--- config.mk ---
export PLATFORM = sky130hd
export DESIGN_NAME = inv_arbiter
export DESIGN_NICKNAME = d
export VERILOG_FILES = /design/src/rtl/inv_arbiter.sv
export SDC_FILE = /design/constraint.sdc
export NUM_CORES = 2
export LEC_CHECK = 0
export CAP_MARGIN = 20
export CELL_PAD_IN_SITES_DETAIL_PLACEMENT = 2
export CELL_PAD_IN_SITES_GLOBAL_PLACEMENT = 2
export CORE_AREA = 3 3 697 699
export DETAILED_ROUTE_END_ITERATION = 10
export DIE_AREA = 0 0 700 702
export PLACE_DENSITY = 0.36
export SYNTH_ARGS = -nofsm -noshare
export SYNTH_HDL_FRONTEND = slang
export SYNTH_SLANG_ARGS = --single-unit
--- constraint.sdc ---
create_clock -name clk -period 3.25 [get_ports clk]
set_clock_uncertainty 0.1 [all_clocks]
set_input_delay 0.325 -clock clk [delete_from_list [all_inputs] [get_ports clk]]
set_output_delay 0.325 -clock clk [all_outputs]
set_load 0.02 [all_outputs]
--- src/rtl/inv_arbiter.sv ---
// inv_arbiter: round-robin arbiter sharing one modular-inverse unit among
// NREQ requesters. A winning operand is latched, the inverter is started,
// and its result is returned to the granted requester on a one-cycle strobe.
// Zero operands bypass the inverter and are answered with rsp_err=1.
// Optional macro INV_ARB_TIMEOUT_EN adds a WAIT-state watchdog of
// TIMEOUT_CYCLES cycles; without it WAIT lasts until inv_done.
//
// Handshake: a request is accepted on a rising clk edge where
// req_valid[i] && req_ready[i]. req_ready is only offered in IDLE, is
// one-hot, and lasts one cycle; a requester may drop req_valid at any time
// before that edge to withdraw. Responses have no backpressure.
module inv_arbiter #(
    parameter int WIDTH          = 256,
    parameter int NREQ           = 4,
    parameter int TIMEOUT_CYCLES = 4096
) (
    input  logic                  clk,
    input  logic                  reset_n,
    input  logic [NREQ-1:0]       req_valid,
    input  logic [NREQ*WIDTH-1:0] req_a,
    output logic [NREQ-1:0]       req_ready,
    output logic                  inv_start,
    output logic [WIDTH-1:0]      inv_a,
    input  logic                  inv_done,
    input  logic [WIDTH:0]        inv_result,
    output logic [NREQ-1:0]       rsp_valid,
    output logic [WIDTH:0]        rsp_data,
    output logic                  rsp_err,
    output logic                  busy
);

    localparam int PW = $clog2(NREQ);
    localparam logic [NREQ-1:0] ONE_HOT0 = NREQ'(1);

    typedef enum logic [1:0] {
        S_IDLE  = 2'd0,
        S_ISSUE = 2'd1,
        S_WAIT  = 2'd2,
        S_RESP  = 2'd3
    } state_e;

    state_e            state_q, state_d;
    logic [PW-1:0]     ptr_q, ptr_d;
    logic [PW-1:0]     gnt_q, gnt_d;
    logic [WIDTH-1:0]  op_q, op_d;
    logic [WIDTH:0]    res_q, res_d;
    logic              inv_start_q, inv_start_d;
    logic [NREQ-1:0]   rsp_valid_q, rsp_valid_d;
    logic              rsp_err_q, rsp_err_d;
    logic              busy_q, busy_d;

    logic              found;
    logic [PW-1:0]     gsel;
    logic [WIDTH-1:0]  op_sel;

`ifdef INV_ARB_TIMEOUT_EN
    localparam int CW = $clog2(TIMEOUT_CYCLES + 1);
    logic [CW-1:0] cnt_q, cnt_d;
    logic          timeout;
    assign timeout = (cnt_q == CW'(TIMEOUT_CYCLES - 1));
`else
    logic [31:0] timeout_cycles_unused;
    assign timeout_cycles_unused = 32'(TIMEOUT_CYCLES);
`endif

    // Round-robin search: first set request bit above the last grant, wrapping.
    always_comb begin
        found = 1'b0;
        gsel  = '0;
        for (int k = 1; k <= NREQ; k++) begin
            for (int i = 0; i < NREQ; i++) begin
                if (!found && req_valid[i] && (i == (int'(ptr_q) + k) % NREQ)) begin
                    found = 1'b1;
                    gsel  = PW'(i);
                end
            end
        end
    end

    // Operand of the candidate winner.
    always_comb begin
        op_sel = '0;
        for (int i = 0; i < NREQ; i++) begin
            if (gsel == PW'(i)) begin
                op_sel = req_a[i*WIDTH +: WIDTH];
            end
        end
    end

    // Accept pulse is offered only while idle and never during reset.
    assign req_ready = (state_q == S_IDLE && reset_n && found) ? (ONE_HOT0 << gsel) : '0;

    // Next-state and next-output logic of the job FSM.
    always_comb begin
        state_d     = state_q;
        ptr_d       = ptr_q;
        gnt_d       = gnt_q;
        op_d        = op_q;
        res_d       = res_q;
        inv_start_d = 1'b0;
        rsp_valid_d = '0;
        rsp_err_d   = 1'b0;
`ifdef INV_ARB_TIMEOUT_EN
        cnt_d       = cnt_q;
`endif
        case (state_q)
            S_IDLE: begin
                if (found) begin
                    gnt_d = gsel;
                    op_d  = op_sel;
                    if (op_sel == '0) begin
                        // Zero has no inverse: answer immediately with an error.
                        res_d       = '0;
                        rsp_valid_d = ONE_HOT0 << gsel;
                        rsp_err_d   = 1'b1;
                        state_d     = S_RESP;
                    end else begin
                        inv_start_d = 1'b1;
                        state_d     = S_ISSUE;
                    end
                end
            end
            S_ISSUE: begin
                state_d = S_WAIT;
`ifdef INV_ARB_TIMEOUT_EN
                cnt_d   = '0;
`endif
            end
            S_WAIT: begin
                if (inv_done) begin
                    res_d       = inv_result;
                    rsp_valid_d = ONE_HOT0 << gnt_q;
                    rsp_err_d   = 1'b0;
                    state_d     = S_RESP;
                end
`ifdef INV_ARB_TIMEOUT_EN
                else if (timeout) begin
                    res_d       = '0;
                    rsp_valid_d = ONE_HOT0 << gnt_q;
                    rsp_err_d   = 1'b1;
                    state_d     = S_RESP;
                end else begin
                    cnt_d = cnt_q + CW'(1);
                end
`endif
            end
            S_RESP: begin
                ptr_d   = gnt_q;
                state_d = S_IDLE;
            end
            default: state_d = S_IDLE;
        endcase
        busy_d = (state_d != S_IDLE);
    end

    // State and registered outputs; reset abandons any job in flight.
    always_ff @(posedge clk) begin
        if (!reset_n) begin
            state_q     <= S_IDLE;
            ptr_q       <= PW'(NREQ - 1);
            gnt_q       <= '0;
            op_q        <= '0;
            res_q       <= '0;
            inv_start_q <= 1'b0;
            rsp_valid_q <= '0;
            rsp_err_q   <= 1'b0;
            busy_q      <= 1'b0;
`ifdef INV_ARB_TIMEOUT_EN
            cnt_q       <= '0;
`endif
        end else begin
            state_q     <= state_d;
            ptr_q       <= ptr_d;
            gnt_q       <= gnt_d;
            op_q        <= op_d;
            res_q       <= res_d;
            inv_start_q <= inv_start_d;
            rsp_valid_q <= rsp_valid_d;
            rsp_err_q   <= rsp_err_d;
            busy_q      <= busy_d;
`ifdef INV_ARB_TIMEOUT_EN
            cnt_q       <= cnt_d;
`endif
        end
    end

    assign inv_start = inv_start_q;
    assign inv_a     = op_q;
    assign rsp_valid = rsp_valid_q;
    assign rsp_data  = res_q;
    assign rsp_err   = rsp_err_q;
    assign busy      = busy_q;

endmodule

# Yosys cells after proc, flatten, opt, wreduce, memory -nomap -nowiden
# Cells that the tools add are included.
op_classes:
  addsub: 4
  mul: 0
  div_mod_pow: 0
  n_lt_le_gt_ge: 0
  eq_ne: 21
  shifts: 2
  n_mux: 50
  n_bitwise: 4
  reduce_logical: 64
ops:
  columns: ["op", "count"]
  rows:
  - ["256-bit two-way mux", 4]
  - ["257-bit two-way mux", 3]
  - ["257-bit one-hot mux with 2 select lines", 1]
  - ["256-bit zero test", 1]
  - ["32-bit zero test", 4]
  - ["2-bit two-way mux", 17]
  - ["1-bit logical AND", 33]
  - ["3-bit == test, first input constant", 8]
  - ["1-bit two-way mux", 19]
  - ["4-bit two-way mux", 4]
  - ["1-bit zero test", 15]
  - ["2-bit by 3-bit == test with 1-bit output, first input constant", 4]
  - ["2-bit == test, second input constant", 4]
  - ["2-bit one-hot mux with 4 select lines", 1]
  - ["4-bit one-hot mux with 2 select lines", 1]
  - ["2-bit OR reduction", 4]
  - ["1-bit by 2-bit left shift with 4-bit output, first input constant", 2]
  - ["2-bit by 1-bit adder with 2-bit output, second input constant", 2]
  - ["2-bit adder, second input constant", 2]
  - ["1-bit AND, first input constant", 4]
  - ["2-bit by 1-bit == test with 1-bit output, second input constant", 2]
  - ["2-bit zero test", 2]
  - ["2-bit inequality test, second input constant", 2]
  - ["4-bit AND reduction", 1]
  - ["other kinds (4)", 5]
totals:
  register_bits: 526
  latch_bits: 0
  mem_bits_rw: 0
  mem_bits_ro: 0
  output_inout_bits: 524
  wordCells: 154
  mem_count: 0

# Logic depth before layout (Yosys ltp)
logic_depth:
  word_depth: 76
  depth_mapped: 15
  depth_no_buf: 9

# Least setup slack after synthesis
# No wires, ideal clock.
synth_path:
  path_kind: "in2reg"
  startpoint: "in req_valid[3]"
  endpoint: "reg res_q[226], in the netlist rsp_data[226]"
  setup_ns: 0.133
  arrival_time_ns: 2.773
  setup_slack_ns: 0.244
  stages: 15
  path_cell_list: "nor2b_1 o221a_1 buf_6 buf_6 buf_6 mux2i_1 nand4_1 mux2i_1 nand4_1 or2_1 buf_2 buf_6 buf_2 o41ai_1 a21oi_1"
synth_via:
  elab_chain_cells: 59
synth_rtl:
  columns: ["element", "line_no", "rtl"]
  rows:
  - ["from (decl)", "19", "input logic [NREQ-1:0] req_valid,"]
  - ["1-bit logical AND (2 in series)", "72", "if (!found && req_valid[i] && (i == (int'(ptr_q) + k) % NREQ)) begin"]
  - ["1-bit two-way mux", "72", null]
  - ["1-bit zero test", "72", null]
  - ["1-bit logical AND (2 in series)", "72", null]
  - ["1-bit two-way mux", "72", null]
  - ["1-bit zero test", "72", null]
  - ["1-bit logical AND (2 in series)", "72", null]
  - ["1-bit two-way mux", "72", null]
  - ["[... 36 more ...]", null, null]
  - ["1-bit zero test", "72", null]
  - ["1-bit logical AND (2 in series)", "72", null]
  - ["2-bit two-way mux", "72", null]
  - ["2-bit zero test", "84", "if (gsel == PW'(i)) begin"]
  - ["256-bit two-way mux (4 in series)", "84", null]
  - ["256-bit zero test", "111", "if (op_sel == '0) begin"]
  - ["2-bit by 1-bit inequality test with 1-bit output (no line)", null, null]
  - ["4-bit AND reduction (no line) (*)", null, null]
  - ["to (signal assigned)", "176", "res_q <= res_d;"]
  - ["to (decl)", "46", "logic [WIDTH:0] res_q, res_d;"]
# Every way passes the cells marked *; elsewhere a longest branch is shown, timed or not.
# A chain may end at the register's enable or synchronous reset.

# Worst setup path after layout
layout_path:
  startpoint: "reg ptr_q[0]"
  endpoint: "reg res_q[64], in the netlist rsp_data[64]"
layout_via:
  elab_chain_cells: 74
layout_rtl:
  columns: ["element", "line_no", "rtl"]
  rows:
  - ["from (decl)", "43", "logic [PW-1:0] ptr_q, ptr_d;"]
  - ["from (signal assigned)", "160", "ptr_q <= PW'(NREQ - 1);"]
  - ["from (signal assigned)", "173", "ptr_q <= ptr_d;"]
  - ["2-bit by 1-bit adder with 2-bit output", "72", null]
  - ["2-bit OR reduction (no line)", null, null]
  - ["1-bit AND (no line)", null, null]
  - ["32-bit zero test", "72", null]
  - ["1-bit logical AND", "72", null]
  - ["1-bit two-way mux", "72", null]
  - ["1-bit zero test", "72", null]
  - ["1-bit logical AND (2 in series)", "72", null]
  - ["[... 53 more ...]", null, null]
  - ["1-bit zero test", "72", null]
  - ["1-bit logical AND (2 in series)", "72", null]
  - ["2-bit two-way mux", "72", null]
  - ["2-bit zero test", "84", null]
  - ["256-bit two-way mux (4 in series)", "84", null]
  - ["256-bit zero test", "111", null]
  - ["2-bit by 1-bit inequality test with 1-bit output (no line)", null, null]
  - ["4-bit AND reduction (no line) (*)", null, null]
# Marked as above.

==> results.tsv <==
metric	value	unit
vdd_drop_max	0.000379	V
slew_viol_final	0	
combinationalPowerShare	0.439	
grt_first_pass_wirelength	659000	um
crit_required	3.79	ns
internal_power	19800	uW
cts_buffers	97	
hold_violations	0	
powerDensity	449	nW/um^2
fin_ws	-0.837	ns
synth-simple-area-share	0.259	
relSlewSlack	0.164	
fp.dieW	700	um
die_h	702	um
syn_avg_cell_area	7.85	um^2
drt_iter0_drc	3509	
synth.cell_area	36400	um^2
grt-ovfl-total	0	
avgViaCountPerCell	3.83	
cp_cell_sequence	nand2b_4 -> o221a_4 -> buf_12 -> buf_12 -> buf_16 -> buf_12 -> nor3_2 -> o22ai_1 -> o21ai_2 -> buf_6 -> nand2_8 -> buf_8 -> or2_4 -> buf_12 -> buf_16 -> o41ai_2 -> a21oi_1	
yosysUniqueCellTypes	46	
dr.pass1.iters	7	
worstMarginPinSlew	1.25	ns
ys_seq_area_frac	0.289	
final_cells	13800	
synth_seq_cells	526	
setup_tns	-195.10	ns
start_kind	flop	
grt.total_usage	0.206	
clockPowerShare	0.333	
layout-drive-gt1-share	0.213	
critical_path_class	reg2reg	
first_global_vias	55500	
cts-root-buf	clkbuf_16	
synth_top_family_by_area	compound AO/OA/AOI/OAI gates	
dr_total_vias	53000	
htree_levels	3	
grt_max_degree	151	
violations	negative setup slack	
place_inst	13400	
final_cell_mix	clkdlybuf4s50_1, nand2_1, buf_4, nand3_1, dfxtp_1	
cts_tree	yes	
clkSinkCount	526	
rr_worst_depth	17	
cts_buffer_depth	4	
fin_crit	4.09	ns
synth-compound-area-share	0.272	
hpwlAfterDp	449000	um
die_area	491000	um^2
setup_viol	331	
syn-instance-count	4640	
synthMuxAreaShare	0.112	
drv_cap	0	
synth_ff_type	dfxtp_1	
final_core_util	0.158	
max_freq	245	MHz
finalInstanceArea	75500	um^2
rows	254	
gp_congestion	0.911	
core	479000	um^2
synth-xor-area-share	0	
drtAntennaViolNets	0	
min_period_over_period	1.26	
synth-edff-count	0	
synthAdderAreaFrac	0.00103	
worstHoldPathCells	3	
layout_commonest_cell	clkdlybuf4s50_1	
p_sw_frac	0.416	
critical_path_arrival	4.62	ns
postPlaceCellArea	69900	um^2
io_buffer_count	1811	
drt-total-wl	529000	um
pwr-share-seq	0.228	
crit_path_frequent_cell	buf_12	
drc_errors	0	
hp-class	in2reg	
outcome	complete, but fails checks	
yosysWarnings	0	
synthArstFlopShare	0	
worstPathMaxFanout	28	
critPathMaxStageDelay	0.37	ns
initial_utilization	0.0760	
wire_per_inst	38.3	um
final_nets	8528	
rsz0062_at_grt	yes	
slowest_stage	or2_4	
syn_to_final_growth	107	%
syn-num-nets	5931	
boundaryPins	1812	
clkLatencyLatePin	0.86	ns
clk_pin_slew	0.06	ns
p_leak	0.0272	uW
end_kind	flop	
antenna_found_initial	473	
switching_power	14100	uW
## cells by family (layout without fill, tap and decap cells)
family | count (synthesis) | count (layout)
buffers and inverters | 519 | 3184
AO/OA/AOI/OAI | 1083 | 1083
AND/OR/NAND/NOR | 2101 | 2104
adder cells (fa/ha/maj) | 3 | 3
other | 0 | 120
flip-flops | 526 | 526
multiplexers | 408 | 408
## flip-flops by register name, summed over array words and instances, names as in the netlist
signal / count
ptr_q: 2
rsp_valid: 4
rsp_data: 257
state_q: 2
gnt_q: 2
rsp_err: 1
inv_start: 1
busy: 1
inv_a: 256
## area by class of cell
cell class | count | area, um^2
repair buffers | 3004 | 29200
clock buffers | 138 | 2750
fillers | 55600 | 404000
inverters | 10 | 37.5
diodes | 120 | 300
well taps | 6400 | 8010
multi-input cells | 3598 | 24200
flip-flops and latches | 526 | 10500
clock inverters | 32 | 468
## layer usage
layer | GRT usage | wire (um) | part of all wire | vias to the layer above
met1 | 0.260 | 232000 | 0.44 | 27100
li1 | - | - | - | 22700
met5 | 0 | 855 | 0.0016 | -
met3 | 0.0730 | 42200 | 0.080 | 850
met4 | 0.0565 | 17900 | 0.034 | 126
met2 | 0.330 | 236000 | 0.45 | 2180
## critical path, delay by kind of cell, from the launching register on
| kind | cells | cell delay, ns |
|---|---|---|
| AOI/OAI and AO/OA | 5 | 1.11 |
| DFF | 1 | 0.33 |
| and+or+nand+nor | 4 | 0.80 |
| buffers and inverters | 8 | 1.38 |
## through the flow
stage	hold WS, ns	worst slack [ns]	power (uW)
3_3_place_gp	0.354	-2.24	22700
2_1_floorplan	0.348	0.244	12900
3_5_place_dp	0.362	-2.22	22700
5_1_grt	0.0547	-0.978	35600
6_report	0.0981	-0.837	33900
4_1_cts	0.000877	-0.905	34800
## final timing paths
check | start | end | slack [ns]
setup / recovery | ptr_q[0] | rsp_data[64] | -0.84
hold / removal | inv_result[11] | rsp_data[11] | 0.1
setup reg to reg | ptr_q[0] | rsp_data[64] | -0.84
hold reg to reg | inv_a[177] | inv_a[177] | 0.37
## timing repair
action                                 CTS  global route
pin swaps                               10             4
setup buffers                           10             3
cloned                                  10             0
endpoints found under the hold margin  124             0
hold buffers                           103             0
resized for setup                       94            35
setup endpoints to repair              404           413
## cells in the mapped netlist (2+ instances only)
| library cell | instances | area share |
|---|---|---|
| and3_1 | 3 | 0.00052 |
| nor3_1 | 26 | 0.0036 |
| a21oi_1 | 264 | 0.036 |
| and2_1 | 5 | 0.00086 |
| a221o_1 | 257 | 0.071 |
| a31oi_1 | 2 | 0.00034 |
| ha_1 | 3 | 0.0010 |
| buf_2 | 42 | 0.0058 |
| nand2_1 | 1134 | 0.12 |
| mux2_2 | 3 | 0.00093 |
| o2111ai_1 | 3 | 0.00072 |
| nand4_1 | 49 | 0.0084 |
| clkbuf_1 | 381 | 0.039 |
| or2_1 | 3 | 0.00052 |
| a211o_1 | 2 | 0.00048 |
| buf_4 | 6 | 0.0012 |
| buf_1 | 25 | 0.0026 |
| o21ai_0 | 18 | 0.0025 |
| dfxtp_1 | 526 | 0.29 |
| a22oi_1 | 2 | 0.00041 |
| a21boi_0 | 256 | 0.053 |
| nor2_1 | 29 | 0.0030 |
| mux2i_1 | 405 | 0.11 |
| or3_1 | 5 | 0.00086 |
| o211ai_1 | 2 | 0.00041 |
| o22ai_1 | 5 | 0.00086 |
| nor2b_1 | 6 | 0.0010 |
| nand3_1 | 634 | 0.087 |
| o41ai_2 | 200 | 0.089 |
| a211oi_1 | 4 | 0.00082 |
| inv_1 | 10 | 0.0010 |
| o41ai_1 | 61 | 0.015 |
| nor4_1 | 201 | 0.035 |
| buf_6 | 55 | 0.017 |
| o211a_1 | 2 | 0.00055 |
## power by group through the flow
| stage | clock [uW] | combinational (uW) | sequential, uW |
|---|---|---|---|
| after floorplan | 0 | 4270 | 8590 |
| final | 11300 | 14900 | 7730 |
| after CTS | 11900 | 15200 | 7730 |
| after global routing | 12000 | 15800 | 7820 |
| after global placement | 0 | 14800 | 7830 |
| after detailed placement | 0 | 14900 | 7850 |
(Power assumes the default switching activity.)
